### src/rtl/pim_dma_sched.sv
// rtl/pim_dma_sched.sv - PIM DMA command queue and single-issue sequencer
module pim_dma_sched #(
    parameter int CMD_DEPTH = 4,
    parameter int BUSY_TMO  = 16
) (
    input  logic                         i_clk,
    input  logic                         i_rst_n,
    input  logic                         i_cmd_valid,
    output logic                         o_cmd_ready,
    input  logic [2:0]                   i_cmd_funct3,
    input  logic [3:0]                   i_cmd_sel_pim,
    input  logic [12:0]                  i_cmd_size,
    input  logic [31:0]                  i_cmd_mem_addr,
    input  logic                         i_flush,
    input  logic                         i_err_clr,
    output logic                         o_dma_en,
    output logic [2:0]                   o_dma_funct3,
    output logic [3:0]                   o_dma_sel_pim,
    output logic [12:0]                  o_dma_size,
    output logic [31:0]                  o_dma_mem_addr,
    input  logic                         i_dma_busy,
    output logic [$clog2(CMD_DEPTH):0]   o_queue_count,
    output logic                         o_sched_busy,
    output logic                         o_done,
    output logic                         o_err_illegal,
    output logic                         o_err_tmo
);

    localparam int PW = $clog2(CMD_DEPTH);
    localparam int CW = PW + 1;
    localparam int TW = $clog2(BUSY_TMO + 1);

    typedef enum logic [1:0] {
        ST_IDLE,
        ST_ISSUE,
        ST_WAIT_BUSY,
        ST_WAIT_DONE
    } state_t;

    state_t state;
    state_t state_nxt;

    logic [2:0]    q_funct3   [CMD_DEPTH];
    logic [3:0]    q_sel_pim  [CMD_DEPTH];
    logic [12:0]   q_size     [CMD_DEPTH];
    logic [31:0]   q_mem_addr [CMD_DEPTH];

    logic [PW-1:0] wr_ptr;
    logic [PW-1:0] rd_ptr;
    logic [CW-1:0] count;
    logic [TW-1:0] tmo_cnt;

    logic          full;
    logic          funct_ok;
    logic          cmd_legal;
    logic          push_acc;
    logic          push_q;
    logic          tmo_hit;
    logic          done_hit;
    logic          pop;

    assign full        = (count == CW'(CMD_DEPTH));
    assign o_cmd_ready = !full;
    assign push_acc    = i_cmd_valid && !full;

    // Decode the supported transfer opcodes.
    always_comb begin
        funct_ok = 1'b0;
        case (i_cmd_funct3)
            3'b001, 3'b010, 3'b100, 3'b101, 3'b110: funct_ok = 1'b1;
            default:                                funct_ok = 1'b0;
        endcase
    end

    assign cmd_legal = funct_ok && (i_cmd_size != 13'd0) && (i_cmd_mem_addr[1:0] == 2'b00);
    // A flush in the same cycle swallows the incoming command.
    assign push_q    = push_acc && cmd_legal && !i_flush;
    // Busy arriving on the last allowed cycle still counts as a normal start.
    assign tmo_hit   = (state == ST_WAIT_BUSY) && !i_dma_busy && (tmo_cnt == TW'(BUSY_TMO));
    assign done_hit  = (state == ST_WAIT_DONE) && !i_dma_busy;
    // The head leaves the queue only once its transfer has finished or been abandoned.
    assign pop       = tmo_hit || done_hit;

    // Command storage; contents need no reset because count gates every read.
    always_ff @(posedge i_clk) begin
        if (push_q) begin
            q_funct3[wr_ptr]   <= i_cmd_funct3;
            q_sel_pim[wr_ptr]  <= i_cmd_sel_pim;
            q_size[wr_ptr]     <= i_cmd_size;
            q_mem_addr[wr_ptr] <= i_cmd_mem_addr;
        end
    end

    // Queue pointers and occupancy, including flush that keeps an in-flight head.
    always_ff @(posedge i_clk or negedge i_rst_n) begin
        if (!i_rst_n) begin
            wr_ptr <= '0;
            rd_ptr <= '0;
            count  <= '0;
        end else if (i_flush) begin
            if (state == ST_IDLE) begin
                wr_ptr <= rd_ptr;
                count  <= '0;
            end else begin
                wr_ptr <= rd_ptr + PW'(1);
                rd_ptr <= pop ? rd_ptr + PW'(1) : rd_ptr;
                count  <= pop ? CW'(0) : CW'(1);
            end
        end else begin
            if (push_q) begin
                wr_ptr <= wr_ptr + PW'(1);
            end
            if (pop) begin
                rd_ptr <= rd_ptr + PW'(1);
            end
            count <= count + CW'(push_q) - CW'(pop);
        end
    end

    // Cycles elapsed since the issue pulse, used to detect a DMA that never starts.
    always_ff @(posedge i_clk or negedge i_rst_n) begin
        if (!i_rst_n) begin
            tmo_cnt <= '0;
        end else if (state == ST_ISSUE) begin
            tmo_cnt <= TW'(1);
        end else if ((state == ST_WAIT_BUSY) && (tmo_cnt != TW'(BUSY_TMO))) begin
            tmo_cnt <= tmo_cnt + TW'(1);
        end
    end

    // Sticky error flags; a new error in the clear cycle keeps the flag set.
    always_ff @(posedge i_clk or negedge i_rst_n) begin
        if (!i_rst_n) begin
            o_err_illegal <= 1'b0;
            o_err_tmo     <= 1'b0;
        end else begin
            if (push_acc && !cmd_legal) begin
                o_err_illegal <= 1'b1;
            end else if (i_err_clr) begin
                o_err_illegal <= 1'b0;
            end
            if (tmo_hit) begin
                o_err_tmo <= 1'b1;
            end else if (i_err_clr) begin
                o_err_tmo <= 1'b0;
            end
        end
    end

    // Sequencer state register.
    always_ff @(posedge i_clk or negedge i_rst_n) begin
        if (!i_rst_n) begin
            state <= ST_IDLE;
        end else begin
            state <= state_nxt;
        end
    end

    // Sequencer next state plus the issue and completion pulses.
    always_comb begin
        state_nxt = state;
        o_dma_en  = 1'b0;
        o_done    = 1'b0;
        case (state)
            ST_IDLE: begin
                if ((count != '0) && !i_flush) begin
                    state_nxt = ST_ISSUE;
                end
            end
            ST_ISSUE: begin
                o_dma_en  = 1'b1;
                state_nxt = ST_WAIT_BUSY;
            end
            ST_WAIT_BUSY: begin
                if (i_dma_busy) begin
                    state_nxt = ST_WAIT_DONE;
                end else if (tmo_hit) begin
                    state_nxt = ST_IDLE;
                end
            end
            ST_WAIT_DONE: begin
                if (done_hit) begin
                    o_done    = 1'b1;
                    state_nxt = ST_IDLE;
                end
            end
            default: state_nxt = ST_IDLE;
        endcase
    end

    assign o_dma_funct3   = o_dma_en ? q_funct3[rd_ptr]   : 3'd0;
    assign o_dma_sel_pim  = o_dma_en ? q_sel_pim[rd_ptr]  : 4'd0;
    assign o_dma_size     = o_dma_en ? q_size[rd_ptr]     : 13'd0;
    assign o_dma_mem_addr = o_dma_en ? q_mem_addr[rd_ptr] : 32'd0;
    assign o_queue_count  = count;
    assign o_sched_busy   = (state != ST_IDLE) || (count != '0);

endmodule

### config.mk
export PLATFORM = sky130hd
export DESIGN_NAME = pim_dma_sched
export DESIGN_NICKNAME = d
export VERILOG_FILES = /design/src/rtl/pim_dma_sched.sv
export SDC_FILE = /design/constraint.sdc
export NUM_CORES = 1
export LEC_CHECK = 0
export CELL_PAD_IN_SITES_DETAIL_PLACEMENT = 0
export CELL_PAD_IN_SITES_GLOBAL_PLACEMENT = 1
export CORE_MARGIN = 1
export CORE_UTILIZATION = 51
export DETAILED_ROUTE_END_ITERATION = 8
export GPL_TIMING_DRIVEN = 1
export PLACE_DENSITY = 0.85
export SYNTH_ARGS = -nofsm -noshare
export SYNTH_HDL_FRONTEND = slang
export SYNTH_SLANG_ARGS = --single-unit
### constraint.sdc
create_clock -name i_clk -period 6.2 [get_ports i_clk]
set_input_delay 0.93 -clock i_clk [delete_from_list [all_inputs] [get_ports i_clk]]
set_output_delay 0.93 -clock i_clk [all_outputs]
set_load 0.01 [all_outputs]
==> results.md, run 1 <==
- finished, final reports clean — status
- 16800 um2 — core region area
- buffers and inverters — kind of cell adding the most delay to the critical path
- 42 — library cells used by synthesis
- 5.58 — vias per std cell
- sky130_fd_sc_hd__clkbuf_16 — Root Buffer Master
- 398 nW/um2 — ratio of total power to cell area
- 6650 um2 — Sequential Area
- yes — CTS tree
- sky130_fd_sc_hd__edfxtp_1 — most common cell after layout, fill and taps aside
- 0.00332 W — internal power of the cells
- 434 — instance count of the mapped netlist
- 1 — depth of the CTS H-tree
- 23 — CTS buffer count
- 0.50 ns — later-pin clock latency in the skew report
- 0 — cts-stage hold buffer count
- 0 — final antenna diode count
- 20.4 um2 — synthesized area per cell
- 5.27 ns — WP data required
- rd_ptr[0] — worst setup path start
- 0.00442 W — overall power after layout
- sky130_fd_sc_hd__edfxtp_1, sky130_fd_sc_hd__clkdlybuf4s50_1, sky130_fd_sc_hd__mux4_2, sky130_fd_sc_hd__nor2b_1, sky130_fd_sc_hd__clkbuf_16 — highest-count cells in the layout ignoring fill and taps
- 0 — DRC violations left
- 255 uV — maximum vdd drop
- 18.5% — ratio of cells with drive above 1 in the final layout
- 119 — Ports
- 0 — Max Cap Viol
- 50.1% — normalized max-slew margin
- 1070 — Filler Cell Count
- 501 — number of nets produced by synthesis
- 0 — final count of negative-setup-slack endpoints
- 2060 um2 — multi-input logic area
- 20.1% — all-layer global routing usage
- 4.09 ns — post-route minimum period
- 4455 — via count of the routed design
- 386 — count of routing violations after the opening detailed-route iteration
- 75.1% — proportion of synthesized chip area in sequential cells
- 1.32 mm — metal3 WL
- 3.64 nW — leakage dissipation
- 17.0 mm — detailed-route wire length
- reg2reg — kind of path behind the tightest hold check
- 8850 um2 — post-synthesis cell area
- 26.9 mm — global-route wire length before repair
- 17900 um2 — die footprint
- 7.14% — post-synthesis async set-or-reset flop share
- 0 — count of instances resized after the clock tree is built
- met4 — highest metal used
- 41.7% — sequential fraction of design power
- 2 — CP bufs+invs
- 0 — max-slew violation count
- false — RSZ-0062 raised after global routing
- flop — Setup crit start kind
- 4 — number of search-and-repair iterations in the first detailed-routing pass
- 0.00110 W — net switching component of the power
- sky130_fd_sc_hd__edfxtp_1 — leading register cell type out of synthesis
- 0 — antenna violations before repair
- 0 — Congestion Overflow GR
- o_dma_size[4] — capture point of the critical path
- 629 — number of nets in the finished design
- 134 um — height of the die
- 24.9% — fraction of power spent switching nets
- 118 — Port-buffer cells
- 134 um — Die Span X
- buf_4 > mux4_2 > nor2b_1 > clkdlybuf4s50_1 — chain of cells forming the critical path
- 10.1 mm — estimated wirelength of the detail-placed design
- 23.7% — Gate power share
- 47 — number of placement rows
- 0 — Synth Warn #
- 224 — clock sink count
- q_mem_addr[2][27] — RR Endpoint
- o_queue_count[2] — start of the worst register-to-register path
- 8.56 mm — met2 WL post-DR
- 52.8% — initial standard-cell utilization of the core
- 3.16 ns — data arrival time of the critical path
- 0 — number of nets with antenna violations after routing
- 0 ns — total negative setup slack
- 65.9% — fraction of the cycle the final worst path needs
- reg2out — kind of critical path
- 0 — endpoints failing hold
- output port — endpoint class of the critical path
- sky130_fd_sc_hd__buf_4 — slowest stage cell, crit path
- 208 — Post-synth EDFFs
- 4680 — vias in the first global route
- 0.00794 ns — setup skew after layout
- 21.3 um — Routed wire per std cell
- 3.50 ns — setup slack of the most critical reg-to-reg path
- 6.82 mm — met1 layer wirelength in the final routing
- 245 MHz — highest clock rate
- 0.721 — placer congestion estimate
- 25.5% — area grow syn2layout
- 5 — worst reg-to-reg path cell count
- 49 — largest net degree at the start of global routing
- o_err_illegal — worst min-delay path startpoint
- 2.32 ns — pre-CTS setup slack
- 3 — Max Root-Sink Buffers
- 4 — CP Depth
- 40 — largest fanout on the critical path
- 0 — buffer count from post-CTS setup fixing
- 34.6% — proportion of power drawn by the clock network
- 2.11 ns — minimum setup slack in the final design
- 224 — synthesis-stage register bit count
- 0.749 ns — worst slew pin tran
- 0.68 ns — critical path's largest stage delay
- 0.06 ns — clock transition at the registers of the reported paths
==> stage by stage <==
step | utilization, % | area, um2 | hold WS (ns) | cells
3_3_place_gp | 61.2 | 10300 | 0.513 | 757
4_1_cts | 66.3 | 11100 | 0.537 | 798
2_1_floorplan | - | 8850 | 0.490 | 434
5_1_grt | 66.3 | 11100 | 0.551 | 798
6_report | 66.3 | 11100 | 0.529 | 798
3_5_place_dp | 61.2 | 10300 | 0.526 | 757
==> worst min-delay path, cell delays in order (launching register included) <==
cell                      delay [ns]
sky130_fd_sc_hd__dfrtp_1        0.38
sky130_fd_sc_hd__inv_1          0.05
sky130_fd_sc_hd__o21ai_0        0.06
==> sequential cells by signal, summed over array words and instances, names as in the netlist <==
signal,cells
q_mem_addr,128
wr_ptr,2
q_size,52
rd_ptr,2
q_sel_pim,16
o_err_illegal,1
o_err_tmo,1
tmo_cnt,5
o_queue_count,3
state,2
q_funct3,12
==> power groups by stage <==
stage	clock network, W	registers (W)	logic [W]
after floorplan	0	0.00179	0.000779
after global placement	0	0.00187	0.00104
after detailed placement	0	0.00188	0.00105
after CTS	0.00156	0.00185	0.00107
after global routing	0.00161	0.00186	0.00113
final	0.00153	0.00184	0.00104
==> cell families after synthesis <==
kind of cell / count (synthesis) / synth area share, %
xor gates and xnor gates: 6 / 0.594
muxes: 55 / 13.6
buffers and inverters: 33 / 1.74
AOI/OAI and AO/OA: 13 / 1.00
DFF: 224 / 75.1
adders and majority gates: 9 / 1.36
and+or+nand+nor: 94 / 6.56
==> layer usage <==
layer	track usage (%)	vias to the layer above
met5	0	-
li1	-	1981
met2	33.1	186
met1	27.9	2261
met4	4.80	0
met3	3.96	27
==> worst min path at each step <==
stage               slack [ns]             to  cells after the start
floorplan                 0.49     tmo_cnt[0]                      1
global placement          0.51     tmo_cnt[0]                      1
detailed placement        0.53  o_err_illegal                      2
CTS                       0.54  o_err_illegal                      2
global route              0.55     tmo_cnt[0]                      1
finish                    0.53  o_err_illegal                      2
==> Yosys cell counts (all sizes together), types with 2 or more instances <==
| library cell | count | area share [%] |
|---|---|---|
| or3 | 2 | 0.14 |
| nand2 | 6 | 0.25 |
| nand4 | 3 | 0.21 |
| mux4 | 52 | 13 |
| nor3 | 3 | 0.17 |
| nor4 | 2 | 0.14 |
| o21ai | 3 | 0.17 |
| nand3 | 3 | 0.17 |
| dfrtp | 16 | 4.5 |
| edfxtp | 208 | 71 |
| clkbuf | 12 | 0.52 |
| nand2b | 2 | 0.14 |
| nor2 | 9 | 0.38 |
| ha | 8 | 1.1 |
| nor2b | 52 | 3.7 |
| o31ai | 2 | 0.17 |
| mux2 | 2 | 0.30 |
| and2 | 5 | 0.35 |
| xor2 | 4 | 0.40 |
| xnor2 | 2 | 0.20 |
| buf | 10 | 0.75 |
| a21oi | 2 | 0.11 |
| inv | 11 | 0.47 |
==> cell type report <==
| cell class | count | share of cell area, % |
|---|---|---|
| clock buffer | 27 | 5.41 |
| clock inverter | 14 | 2.23 |
| inverter | 11 | 0.372 |
| multi-input combinational | 177 | 18.5 |
| sequential | 224 | 59.9 |
| tap | 220 | 2.48 |
| timing repair buffer | 125 | 11.1 |
Power figures use the tool's default switching activity.
==> run 2: changes to the inputs <==
--- a/config.mk
+++ b/config.mk
@@ -8,10 +8,10 @@
 export CELL_PAD_IN_SITES_DETAIL_PLACEMENT = 0
 export CELL_PAD_IN_SITES_GLOBAL_PLACEMENT = 1
 export CORE_MARGIN = 1
-export CORE_UTILIZATION = 51
+export CORE_UTILIZATION = 47
 export DETAILED_ROUTE_END_ITERATION = 8
 export GPL_TIMING_DRIVEN = 1
-export PLACE_DENSITY = 0.85
+export PLACE_DENSITY = 0.79
 export SYNTH_ARGS = -nofsm -noshare
 export SYNTH_HDL_FRONTEND = slang
 export SYNTH_SLANG_ARGS = --single-unit
==> constraint.sdc (replaced) <==
create_clock -name i_clk -period 3.9 [get_ports i_clk]
set_input_delay 0.585 -clock i_clk [delete_from_list [all_inputs] [get_ports i_clk]]
set_output_delay 0.585 -clock i_clk [all_outputs]
set_load 0.01 [all_outputs]
==> results.md, run 2 (synthesis results as in run 1) <==
- 0 — buffer count from post-CTS setup fixing, unchanged
- 18.0% — all-layer global routing usage, was 20.1%
- 48.6% — initial standard-cell utilization of the core, was 52.8%
- 26.8% — area grow syn2layout, was 25.5%
- reg2out — kind of critical path, unchanged
- flop — Setup crit start kind, unchanged
- 0 — endpoints failing hold, unchanged
- 375 uV — maximum vdd drop, was 255 uV
- 10.5 mm — estimated wirelength of the detail-placed design, was 10.1 mm
- 1.27 ns — setup slack of the most critical reg-to-reg path, was 3.50 ns
- 128 — flip-flop count of the largest register, all copies and words added, unchanged
- 0.753 — placer congestion estimate, was 0.721
- 0 — cts-stage hold buffer count, unchanged
- 0 — max-slew violation count, unchanged
- 24 — CTS buffer count, was 23
- 139 um — height of the die, was 134 um
- 0.434 ns — pre-CTS setup slack, was 2.32 ns
- 3.67 nW — leakage dissipation, was 3.64 nW
- 2.88 ns — data arrival time of the critical path, was 3.16 ns
- 0.436 ns — minimum setup slack in the final design, was 2.11 ns
- 118 — Port-buffer cells, unchanged
- 119 — Ports, unchanged
- 3.46 ns — post-route minimum period
- 6 — number of search-and-repair iterations in the first detailed-routing pass, was 4
- 224 — clock sink count, unchanged
- 4454 — via count of the routed design, was 4455
- 0 — Max Cap Viol, unchanged
- 0 — final count of negative-setup-slack endpoints, unchanged
- 3 — Max Root-Sink Buffers, unchanged
- 3.31 ns — WP data required, was 5.27 ns
- 0.06 ns — clock transition at the registers of the reported paths, about the same
- q_mem_addr (128), q_size (52), q_sel_pim (16) — largest registers ranked by flip-flop count, unchanged
- 2060 um2 — multi-input logic area, unchanged
- 19.6% — ratio of cells with drive above 1 in the final layout, was 18.5%
- 49 — number of placement rows, was 47
- 0 — Congestion Overflow GR, unchanged
- sky130_fd_sc_hd__edfxtp_1, sky130_fd_sc_hd__clkdlybuf4s50_1, sky130_fd_sc_hd__mux4_2, sky130_fd_sc_hd__nor2b_1, sky130_fd_sc_hd__clkbuf_16 — highest-count cells in the layout ignoring fill and taps, unchanged
- 88.8% — fraction of the cycle the final worst path needs
- finished, violations left — status, was finished, final reports clean
- 4796 — vias in the first global route, was 4680
- false — RSZ-0062 raised after global routing, unchanged
- reg2reg — kind of path behind the tightest hold check, unchanged
- 20.8 um — Routed wire per std cell, was 21.3 um
- 33 — largest fanout on the critical path, was 40
- 16.9 mm — detailed-route wire length, was 17.0 mm
- output port — endpoint class of the critical path, unchanged
- 289 MHz — highest clock rate
- 0.00864 ns — setup skew after layout, was 0.00794 ns
- DRC — failing checks
- 0 — final antenna diode count, unchanged
- yes — CTS tree, unchanged
- 5.46 — vias per std cell, was 5.58
- 6650 um2 — Sequential Area, unchanged
- 0.50 ns — later-pin clock latency in the skew report, about the same
- sky130_fd_sc_hd__clkbuf_16 — Root Buffer Master, unchanged
- 225 — count of routing violations after the opening detailed-route iteration, was 386
- 0.792 ns — worst slew pin tran, was 0.749 ns
- 1271 — Filler Cell Count, was 1070
- 1 — depth of the CTS H-tree, unchanged
- 19400 um2 — die footprint, was 17900 um2
- 0 — number of nets with antenna violations after routing, unchanged
- 637 — number of nets in the finished design, was 629
- 139 um — Die Span X, was 134 um
- 34 — largest net degree at the start of global routing, was 49
- 610 nW/um2 — ratio of total power to cell area, was 398 nW/um2
- sky130_fd_sc_hd__edfxtp_1 — most common cell after layout, fill and taps aside, unchanged
- 47.1% — normalized max-slew margin, was 50.1%
- 0 — antenna violations before repair, unchanged
- 26.9 mm — global-route wire length before repair, about the same
- 9 — DRC violations left, was 0
- 0 — count of instances resized after the clock tree is built, unchanged
- q_mem_addr — Biggest register, unchanged
- 0 ns — total negative setup slack, unchanged
- 18200 um2 — core region area, was 16800 um2
-- run 2: area by class of cell --
class	instances	area share [%]
clock inverter	13	1.27
tap	229	2.55
inverter	11	0.368
timing repair buffer	132	12.5
clock buffer	30	5.74
multi-input combinational	177	18.3
sequential	224	59.3
-- run 2: worst max-delay path: stages (launching register included) --
cell and delay, ns:
sky130_fd_sc_hd__dfrtp_4 0.85, sky130_fd_sc_hd__buf_4 0.33, sky130_fd_sc_hd__mux4_2 0.52, sky130_fd_sc_hd__nor2b_1 0.16
sky130_fd_sc_hd__clkdlybuf4s50_1 0.52
-- run 2: final timing paths --
check	start	endpoint	cells after the start
min in group asynchronous	i_rst_n	o_queue_count[1]	1
max reg2reg	o_queue_count[1]	o_queue_count[2]	11
min	o_err_tmo	o_err_tmo	2
max	rd_ptr[0]	o_dma_mem_addr[30]	4
min reg2reg	o_err_tmo	o_err_tmo	2
max in group asynchronous	i_rst_n	rd_ptr[0]	1
-- run 2: where the power goes --
part	total [W]	internal (W)	switching, W	leakage, nW
Clock	0.00223	0.00137	0.000865	0.383
Combinational	0.00169	0.00100	0.000688	1.23
Sequential	0.00292	0.00274	0.000180	2.07
Total	0.00685	0.00511	0.00173	3.67
-- run 2: per-stage QoR --
stage	cells	hold slack [ns]	power, W	area [um2]	utilization [%]
CTS	816	0.540	0.00694	11200	61.6
global placement	773	0.507	0.00466	10400	57.3
global route	816	0.569	0.00717	11200	61.6
floorplan	434	0.289	0.00409	8850	-
finish	816	0.538	0.00685	11200	61.6
detailed placement	773	0.529	0.00470	10400	57.3
-- run 2: per-layer routing --
metal | share of wire (%) | track usage (%)
met2 | 50 | 30.5
met1 | 43 | 24.4
met5 | 0 | 0
met3 | 5.5 | 3.34
met4 | 1.5 | 4.44
==> run 3: changes to the inputs <==
--- a/config.mk
+++ b/config.mk
@@ -7,10 +7,10 @@
 export LEC_CHECK = 0
 export CELL_PAD_IN_SITES_DETAIL_PLACEMENT = 0
 export CELL_PAD_IN_SITES_GLOBAL_PLACEMENT = 1
-export CORE_MARGIN = 1
 export CORE_UTILIZATION = 47
 export DETAILED_ROUTE_END_ITERATION = 8
 export GPL_TIMING_DRIVEN = 1
+export MAX_ROUTING_LAYER = met4
 export PLACE_DENSITY = 0.79
 export SYNTH_ARGS = -nofsm -noshare
 export SYNTH_HDL_FRONTEND = slang
==> results.md, run 3 (synthesis results as in run 1) <==
- finished, violations left — status, unchanged
- DRC — failing checks, unchanged
- 139 um — Die Span X, unchanged
- 0 — endpoints failing hold, unchanged
- 4471 — via count of the routed design, was 4454
- 33 — largest fanout on the critical path, unchanged
- 0 ns — total negative setup slack, unchanged
- 224 — clock sink count, unchanged
- 4799 — vias in the first global route, was 4796
- 20.8 um — Routed wire per std cell, about the same
- 0 — final antenna diode count, unchanged
- o_queue_count[2] — RR Endpoint, unchanged
- 1 — depth of the CTS H-tree, unchanged
- sky130_fd_sc_hd__clkbuf_16 — Root Buffer Master, unchanged
- 0.434 ns — pre-CTS setup slack, unchanged
- 2.88 ns — data arrival time of the critical path, about the same
- 375 uV — maximum vdd drop, about the same
- 19400 um2 — die footprint, unchanged
- 49 — number of placement rows, unchanged
- 24 — CTS buffer count, unchanged
- 26.8% — area grow syn2layout, unchanged
- 118 — Port-buffer cells, unchanged
- 10.5 mm — estimated wirelength of the detail-placed design, unchanged
- 2 — hold depth, unchanged
- sky130_fd_sc_hd__edfxtp_1 — most common cell after layout, fill and taps aside, unchanged
- 9 — DRC violations left, unchanged
- 0.85 ns — critical path's largest stage delay, about the same
- reg2reg — kind of path behind the tightest hold check, unchanged
- q_mem_addr (128), q_size (52), q_sel_pim (16) — largest registers ranked by flip-flop count, unchanged
- output port — endpoint class of the critical path, unchanged
- sky130_fd_sc_hd__dfrtp_4 — slowest stage cell, crit path, unchanged
- 48.6% — initial standard-cell utilization of the core, unchanged
- 0 — count of instances resized after the clock tree is built, unchanged
- sky130_fd_sc_hd__edfxtp_1, sky130_fd_sc_hd__clkdlybuf4s50_1, sky130_fd_sc_hd__mux4_2, sky130_fd_sc_hd__nor2b_1, sky130_fd_sc_hd__clkbuf_16 — highest-count cells in the layout ignoring fill and taps, unchanged
- 1.28 ns — setup slack of the most critical reg-to-reg path, was 1.27 ns
- 47.0% — normalized max-slew margin, was 47.1%
- 3.67 nW — leakage dissipation, unchanged
- 18.6% — all-layer global routing usage, was 18.0%
- 11 — worst reg-to-reg path cell count, unchanged
- yes — CTS tree, unchanged
- o_err_tmo — worst min-delay path startpoint, unchanged
- 88.9% — fraction of the cycle the final worst path needs, was 88.8%
- 6 — number of search-and-repair iterations in the first detailed-routing pass, unchanged
- 0.433 ns — minimum setup slack in the final design, was 0.436 ns
- 3.31 ns — WP data required, about the same
- false — RSZ-0062 raised after global routing, unchanged
- 0.792 ns — worst slew pin tran, about the same
- 18200 um2 — core region area, unchanged
- 119 — Ports, unchanged
- 288 MHz — highest clock rate, was 289 MHz
- 3.47 ns — post-route minimum period, was 3.46 ns
- 637 — number of nets in the finished design, unchanged
- 19.6% — ratio of cells with drive above 1 in the final layout, unchanged
- 139 um — height of the die, unchanged
- 0.49 ns — later-pin clock latency in the skew report, was 0.50 ns
- 16.9 mm — detailed-route wire length, about the same
- o_queue_count[1] — start of the worst register-to-register path, unchanged
- o_err_tmo — endpoint of the worst hold path, unchanged
- 5.48 — vias per std cell, was 5.46
- buf_4 > mux4_2 > nor2b_1 > clkdlybuf4s50_1 — chain of cells forming the critical path, unchanged
- 0 — number of nets with antenna violations after routing, unchanged
- 0 — antenna violations before repair, unchanged
- 0 — Max Cap Viol, unchanged
- 0 — final count of negative-setup-slack endpoints, unchanged
- 0.06 ns — clock transition at the registers of the reported paths, about the same
- 0 — max-slew violation count, unchanged
- 0.00851 ns — setup skew after layout, was 0.00864 ns
- 610 nW/um2 — ratio of total power to cell area, about the same
- 128 — flip-flop count of the largest register, all copies and words added, unchanged
- flop — Setup crit start kind, unchanged
- 0 — cts-stage hold buffer count, unchanged
- 236 — count of routing violations after the opening detailed-route iteration, was 225
- 0 — buffer count from post-CTS setup fixing, unchanged
- 0.762 — placer congestion estimate, was 0.753
- 34 — largest net degree at the start of global routing, unchanged
- 3 — Max Root-Sink Buffers, unchanged
- reg2out — kind of critical path, unchanged
- 0 — Congestion Overflow GR, unchanged
- q_mem_addr — Biggest register, unchanged
- 26.8 mm — global-route wire length before repair, was 26.9 mm
run 3: cell counts in the layout (fill, tap and decap cells not counted):
Identical to the previous run, type by type.
run 3: metrics by stage:
stage	util, %	cells	hold WS [ns]	power (W)	instance area, um2
final	61.6	816	0.538	0.00685	11200
after global routing	61.6	816	0.569	0.00717	11200
after CTS	61.6	816	0.540	0.00694	11200
after detailed placement	57.3	773	0.529	0.00470	10400
after global placement	57.3	773	0.507	0.00466	10400
after floorplan	-	434	0.289	0.00409	8850
run 3: where the power goes:
part	internal (W)	switching, W	total (W)
clock	0.00137	0.000865	0.00223
combinational	0.00100	0.000688	0.00169
sequential	0.00274	0.000181	0.00292
total	0.00511	0.00173	0.00685
run 3: final cells by class:
class | count | area, um2
Clock buffer | 30 | 644
Clock inverter | 13 | 143
Fill cell | 1271 | 6990
Inverter | 11 | 41.3
Multi-Input combinational cell | 177 | 2060
Sequential cell | 224 | 6650
Tap cell | 229 | 287
Timing Repair Buffer | 132 | 1400
run 3: worst max-delay path by stage:
| stage | endpoint | slack [ns] | from | cells after the start |
|---|---|---|---|---|
| final | o_dma_mem_addr[30] | 0.43 | rd_ptr[0] | 4 |
| after global routing | o_dma_mem_addr[27] | 0.25 | rd_ptr[0] | 4 |
| after CTS | o_dma_mem_addr[30] | 0.34 | rd_ptr[0] | 4 |
| after detailed placement | o_queue_count[2] | 0.43 | i_cmd_funct3[1] | 12 |
| after global placement | o_queue_count[2] | 0.58 | i_cmd_mem_addr[1] | 12 |
| after floorplan | q_funct3[0][0] | 0.86 | i_cmd_funct3[0] | 4 |
run 3: worst max-delay path, delay by kind of cell, from the launching register on:
kind / cells / cell delay (ns)
AND/OR/NAND/NOR: 1 / 0.16
buffers and inverters: 2 / 0.85
flip-flops: 1 / 0.85
multiplexers: 1 / 0.52
run 3: routing by layer:
layer / global-route usage, % / vias to the layer above / wire length [um]
li1: - / 1997 / -
met1: 24.6 / 2304 / 7300
met4: 4.44 / 0 / 240
met5: - / - / 0
met2: 30.5 / 145 / 8490
met3: 2.99 / 25 / 907
